===== config.mk =====
export PLATFORM = sky130hd
export DESIGN_NAME = wb_regfile
export DESIGN_NICKNAME = d
export VERILOG_FILES = /design/src/rtl/wb_regfile_pkg.sv /design/src/rtl/wb_regfile_scoreboard.sv /design/src/rtl/wb_regfile.sv
export SDC_FILE = /design/constraint.sdc
export NUM_CORES = 2
export LEC_CHECK = 0
export CAP_MARGIN = 20
export CORE_MARGIN = 2
export CORE_UTILIZATION = 60
export DETAILED_ROUTE_END_ITERATION = 7
export DONT_BUFFER_PORTS = 1
export MAX_ROUTING_LAYER = met4
export PLACE_DENSITY = 0.72
export SYNTH_ARGS = -nofsm -noshare
export SYNTH_HDL_FRONTEND = slang
export SYNTH_HIERARCHICAL = 1
export SYNTH_SLANG_ARGS = --single-unit

===== constraint.sdc =====
create_clock -name clk -period 42.2 [get_ports clk]
set_clock_uncertainty 0.1 [all_clocks]
set_input_delay 2.11 -clock clk [delete_from_list [all_inputs] [get_ports clk]]
set_output_delay 2.11 -clock clk [all_outputs]
set_load 0.02 [all_outputs]

===== src/rtl/wb_regfile_pkg.sv =====
// Shared constants for the integer register file: datapath width, special
// register indices, and the reset-value selector used by the array.
package wb_regfile_pkg;

  localparam int MAX_BIT_POS = 31;
  localparam int NUM_REGS    = 32;

  localparam logic [4:0] REG_ZERO = 5'd0;
  localparam logic [4:0] REG_SP   = 5'd2;
  localparam logic [4:0] REG_GP   = 5'd3;

  // Reset contents of architectural register idx (sp/gp are configurable).
  function automatic logic [MAX_BIT_POS:0] reset_value(
    input logic [4:0]           idx,
    input logic [MAX_BIT_POS:0] sp_val,
    input logic [MAX_BIT_POS:0] gp_val
  );
    logic [MAX_BIT_POS:0] v;
    v = '0;
    if (idx == REG_SP) v = sp_val;
    if (idx == REG_GP) v = gp_val;
    return v;
  endfunction

endpackage


===== src/rtl/wb_regfile_scoreboard.sv =====
// Busy-bit scoreboard for x1..x31. A set (new producer issued) beats a
// same-cycle clear (writeback); flush beats everything. x0 is never busy.
module regfile_scoreboard
  import wb_regfile_pkg::*;
(
  input  logic        clk,
  input  logic        rst,
  input  logic        set_en,
  input  logic [4:0]  set_idx,
  input  logic        clr_en,
  input  logic [4:0]  clr_idx,
  input  logic        flush,
  output logic [31:0] busy
);

  logic [31:1] busy_q;

  // Busy bit update: flush, then clear, then set so the set overrides a clear.
  always_ff @(posedge clk or posedge rst) begin
    if (rst) begin
      busy_q <= '0;
    end else if (flush) begin
      busy_q <= '0;
    end else begin
      if (clr_en && clr_idx != REG_ZERO) busy_q[clr_idx] <= 1'b0;
      if (set_en && set_idx != REG_ZERO) busy_q[set_idx] <= 1'b1;
    end
  end

  assign busy = {busy_q, 1'b0};

endmodule


===== src/rtl/wb_regfile.sv =====
// Integer register file x1..x31 with writeback port, two combinational read
// ports and a RAW scoreboard. Define REGFILE_BYPASS_EN to forward same-cycle
// writeback data to the read ports and mask their busy flags.
module wb_regfile
  import wb_regfile_pkg::*;
#(
  parameter logic [MAX_BIT_POS:0] SP_RESET = 32'h0000_0000,
  parameter logic [MAX_BIT_POS:0] GP_RESET = 32'h0000_0000
) (
  input  logic                   clk,
  input  logic                   rst,
  input  logic                   wb_en,
  input  logic [4:0]             wb_rd,
  input  logic [MAX_BIT_POS:0]   wb_data,
  input  logic [4:0]             rs1_addr,
  input  logic [4:0]             rs2_addr,
  output logic [MAX_BIT_POS:0]   rs1_data,
  output logic [MAX_BIT_POS:0]   rs2_data,
  output logic                   rs1_busy,
  output logic                   rs2_busy,
  input  logic                   issue_valid,
  input  logic [4:0]             issue_rd,
  input  logic                   issue_wr,
  input  logic                   flush
);

  logic [MAX_BIT_POS:0] regs [1:NUM_REGS-1];
  logic [31:0]          busy;
  logic                 wb_write;

  assign wb_write = wb_en && (wb_rd != REG_ZERO);

  // Architectural register array; x0 has no storage.
  always_ff @(posedge clk or posedge rst) begin
    if (rst) begin
      for (int unsigned i = 1; i < NUM_REGS; i++)
        regs[i] <= reset_value(5'(i), SP_RESET, GP_RESET);
    end else if (wb_write) begin
      regs[wb_rd] <= wb_data;
    end
  end

  regfile_scoreboard u_scoreboard (
    .clk     (clk),
    .rst     (rst),
    .set_en  (issue_valid && issue_wr),
    .set_idx (issue_rd),
    .clr_en  (wb_write),
    .clr_idx (wb_rd),
    .flush   (flush),
    .busy    (busy)
  );

`ifdef REGFILE_BYPASS_EN
  // Reset gates the bypass so outputs show reset contents while rst is high.
  logic byp_live;
  assign byp_live = wb_write && !rst;
`endif

  // Read ports: array lookup with x0 hardwired to zero, optional forwarding.
  always_comb begin
    rs1_data = '0;
    rs2_data = '0;
    rs1_busy = busy[rs1_addr];
    rs2_busy = busy[rs2_addr];
    if (rs1_addr != REG_ZERO) rs1_data = regs[rs1_addr];
    if (rs2_addr != REG_ZERO) rs2_data = regs[rs2_addr];
`ifdef REGFILE_BYPASS_EN
    if (byp_live && wb_rd == rs1_addr) begin
      rs1_data = wb_data;
      rs1_busy = 1'b0;
    end
    if (byp_live && wb_rd == rs2_addr) begin
      rs2_data = wb_data;
      rs2_busy = 1'b0;
    end
`endif
  end

endmodule


==> metrics.md <==
| Metric | Value |
|---|---|
| Outcome | `finished with violations` |
| Failing checks | `slew limit` |
| CP max stage cell | `and2_2` |
| Register area share after synthesis | `47.10%` |
| Die Y | `305.0 µm` |
| Crit path time final | `7.379 ns` |
| Start of the worst register-to-register path | `u_scoreboard/busy_q[2]` |
| Gr usage total | `37.01%` |
| Num CTS Buffers | `108` |
| Multi-input combinational cell area | `27030 µm²` |
| TritonCTS clock tree | `yes` |
| Power per cell area | `48.57 nW/µm²` |
| Startpoint Class | `input pin` |
| Crit-path cells | `and2_2 -> a221oi_1 -> o31a_1 -> nor3_1` |
| Max Buffers Root-to-Sink | `3` |
| Arr. time, crit path | `5.17 ns` |
| Pins Over Slew Limit | `90` |
| Wire length per cell | `34.56 µm` |
| Clk pwr share | `35.1%` |
| Post-CTS Setup Inserts | `0` |
| H-tree depth | `3` |
| Final Hold Viols | `0` |
| Initial DRC count | `3766` |
| Post-cts sizing count | `0` |
| Synth top area share | `47.10%` |
| F_max | `135.5 MHz` |
| Comb pwr share | `19.3%` |
| Mapped Cells | `3717` |
| Crit share post-route | `17.49%` |
| Sw frac | `26.33%` |
| Most common cell after layout, fill and taps aside | `mux2_2` |
| CP max stage delay | `1.01 ns` |
| Total Routed Length | `164700 µm` |
| Clk sinks | `1023` |
| Worst-path maximum fanout | `203` |
| Largest net degree at the start of global routing | `239` |
| Final setup violation count | `0` |
| DIE WIDTH | `305.0 µm` |
| Die ar. | `93010 µm²` |
| Cell leakage power | `24.99 nW` |
| Asr flop ratio synth | `100.0%` |
| Kind of critical path | `in -> out` |
| WP buf/inv | `0` |
| Commonest cells after routing, fill and taps aside | `1059 x mux2_2, 1023 x dfrtp_1, 464 x mux4_2` |
| Vias in the first global route | `37334` |
| Root Driver | `clkbuf_16` |
| Kind of end point of the critical path | `output pin` |
| Max_cap viols | `0` |
| R2R Setup Slk | `41.24 ns` |
| Worst R2R End | `u_scoreboard/busy_q[2]` |
| GP Congestion | `0.9189` |
| Top_reg_cell synth | `dfrtp_1` |
| Slew @ Worst Pin | `1.696 ns` |
| Sequential cell area | `25600 µm²` |
| Number of distinct library cells after synthesis | `47` |
| PortBufs | `0` |
| RSZ-0062 raised after global routing | `no` |
| Initial antenna violation count | `0` |
| P_sw | `0.0007509 W` |
| Worst hold slack | `0.4201 ns` |
| Initial Util | `60.48%` |
| Global-route wire length before repair | `245400 µm` |
| Worst reg-to-reg path cell count | `3` |
| Rows | `110` |
| Clock slew at reported path FFs | `0.06 ns` |
| Hold Path End | `regs[119]` |
| First-pass DRT Iterations | `5` |
| Yosys warnings | `6` |
| Avg Inst Size Synth | `14.62 µm²` |
| Final HPWL DP | `96430 µm` |
| Worst Hold Depth | `1` |
| Peak supply drop | `36.90 µV` |
| Fill cells | `6217` |
| Via/cell ratio | `7.365` |
| Post-synth EDFFs | `0` |
| Vias | `35101` |
| Family with the most delay on the worst path | `simple AND/OR/NAND/NOR gates` |
| Sequential power share | `45.7%` |
| Layout cells sized above 1 | `50.46%` |
| Routed Antenna Nets | `0` |
| Yosys reg bits | `1023` |
| Hold Path Class | `reg -> reg` |
| Ports | `124` |
| Int Pwr | `0.002101 W` |
| Remaining global-route overflow | `0` |
| Req. time, crit path | `39.99 ns` |
| Core ar. | `89870 µm²` |
| Synth area leaders | `dfrtp_1 47%, mux2_2 22%, mux4_2 19%` |
| Area growth from synthesis to layout | `8.029%` |
| Clk_lat worst skew | `0.68 ns` |
| DRC viols | `0` |
| Cell taking the most area after synthesis | `dfrtp_1` |
| Relative slew slack | `-13.08%` |
| Hold path start | `regs[119]` |
| Post-synthesis net count | `3775` |
| Nets | `3558` |
| Final setup TNS | `0 ns` |
| Cts hold-fix bufs | `0` |
| Mapped cell area | `54350 µm²` |
## worst max path at each step
stage	startpoint	end	cells past startpoint
finish	rs1_addr[1]	rs1_data[20]	4
global route	rs2_addr[1]	rs2_data[30]	5
CTS	rs1_addr[1]	rs1_data[20]	4
detailed placement	rs2_addr[0]	rs2_data[1]	5
global placement	rs2_addr[1]	rs2_data[0]	4
floorplan	rst	regs[0]	1
## cells by family (layout without fill, tap and decap cells)
| logic type | count (synthesis) | count (layout) | synth area share [%] |
|---|---|---|---|
| compound gates | 385 | 385 | 5.163 |
| buf+inv | 452 | 324 | 3.504 |
| flops | 1023 | 1023 | 47.10 |
| mux | 1528 | 1528 | 41.26 |
| other cells | 1 | 2 | 0.006899 |
| simple gates | 328 | 328 | 2.965 |
## stage by stage
step	power [W]	worst slack, ns	utilization, %	std cells	cell area (µm²)
3_3_place_gp	0.001807	35.53	60.93	4557	54760
3_5_place_dp	0.001854	35.60	60.97	4560	54800
5_1_grt	0.002948	35.21	65.33	4765	58710
2_1_floorplan	0.001729	12.08	-	3717	54350
4_1_cts	0.002849	35.65	65.15	4759	58550
6_report	0.002852	34.82	65.33	4766	58720
## layout make-up
class                   instances  area share [%]
multi-input cells            2242           46.04
clock inverters                29          0.6798
repair buffers                 65           1.065
inverters                      60          0.3964
flip-flops and latches       1023           43.60
clock buffers                 170           5.709
diodes                          1        0.004262
well taps                    1176           2.506
## power groups by stage
stage | clock network [W] | logic (W) | registers, W
2_1_floorplan | 0 | 0.000459 | 0.00127
3_3_place_gp | 0 | 0.000524 | 0.00128
3_5_place_dp | 0 | 0.000540 | 0.00131
4_1_cts | 0.00101 | 0.000543 | 0.00130
5_1_grt | 0.00105 | 0.000573 | 0.00132
6_report | 0.00100 | 0.000549 | 0.00130
## cells in the mapped netlist, types with 8 or more instances
| cell type | count |
|---|---|
| mux2_2 | 1059 |
| dfrtp_1 | 1023 |
| mux4_2 | 464 |
| clkbuf_1 | 190 |
| buf_2 | 142 |
| nand2_1 | 132 |
| o22ai_1 | 128 |
| nor2_1 | 78 |
| o31a_1 | 62 |
| inv_1 | 60 |
| a22o_1 | 58 |
| a32oi_1 | 56 |
| buf_1 | 52 |
| o21ai_0 | 34 |
| nor2b_1 | 33 |
| nand3b_1 | 19 |
| o21ai_1 | 17 |
| nand3_1 | 15 |
| a21oi_1 | 12 |
| nor3b_1 | 10 |
| a221oi_1 | 8 |
| buf_4 | 8 |
## sequential cells by signal, summed over array words and instances (netlist names)
name                 flops
regs                   992
u_scoreboard/busy_q     31
## metal layers
metal	up-vias	GRT usage (%)	part of all wire, %
met2	1934	57.24	48
li1	13890	-	-
met4	0	23.95	7.6
met3	563	7.649	8.5
met5	-	-	0
met1	18714	44.56	36
No activity file was read; power rests on OpenSTA's default activity.
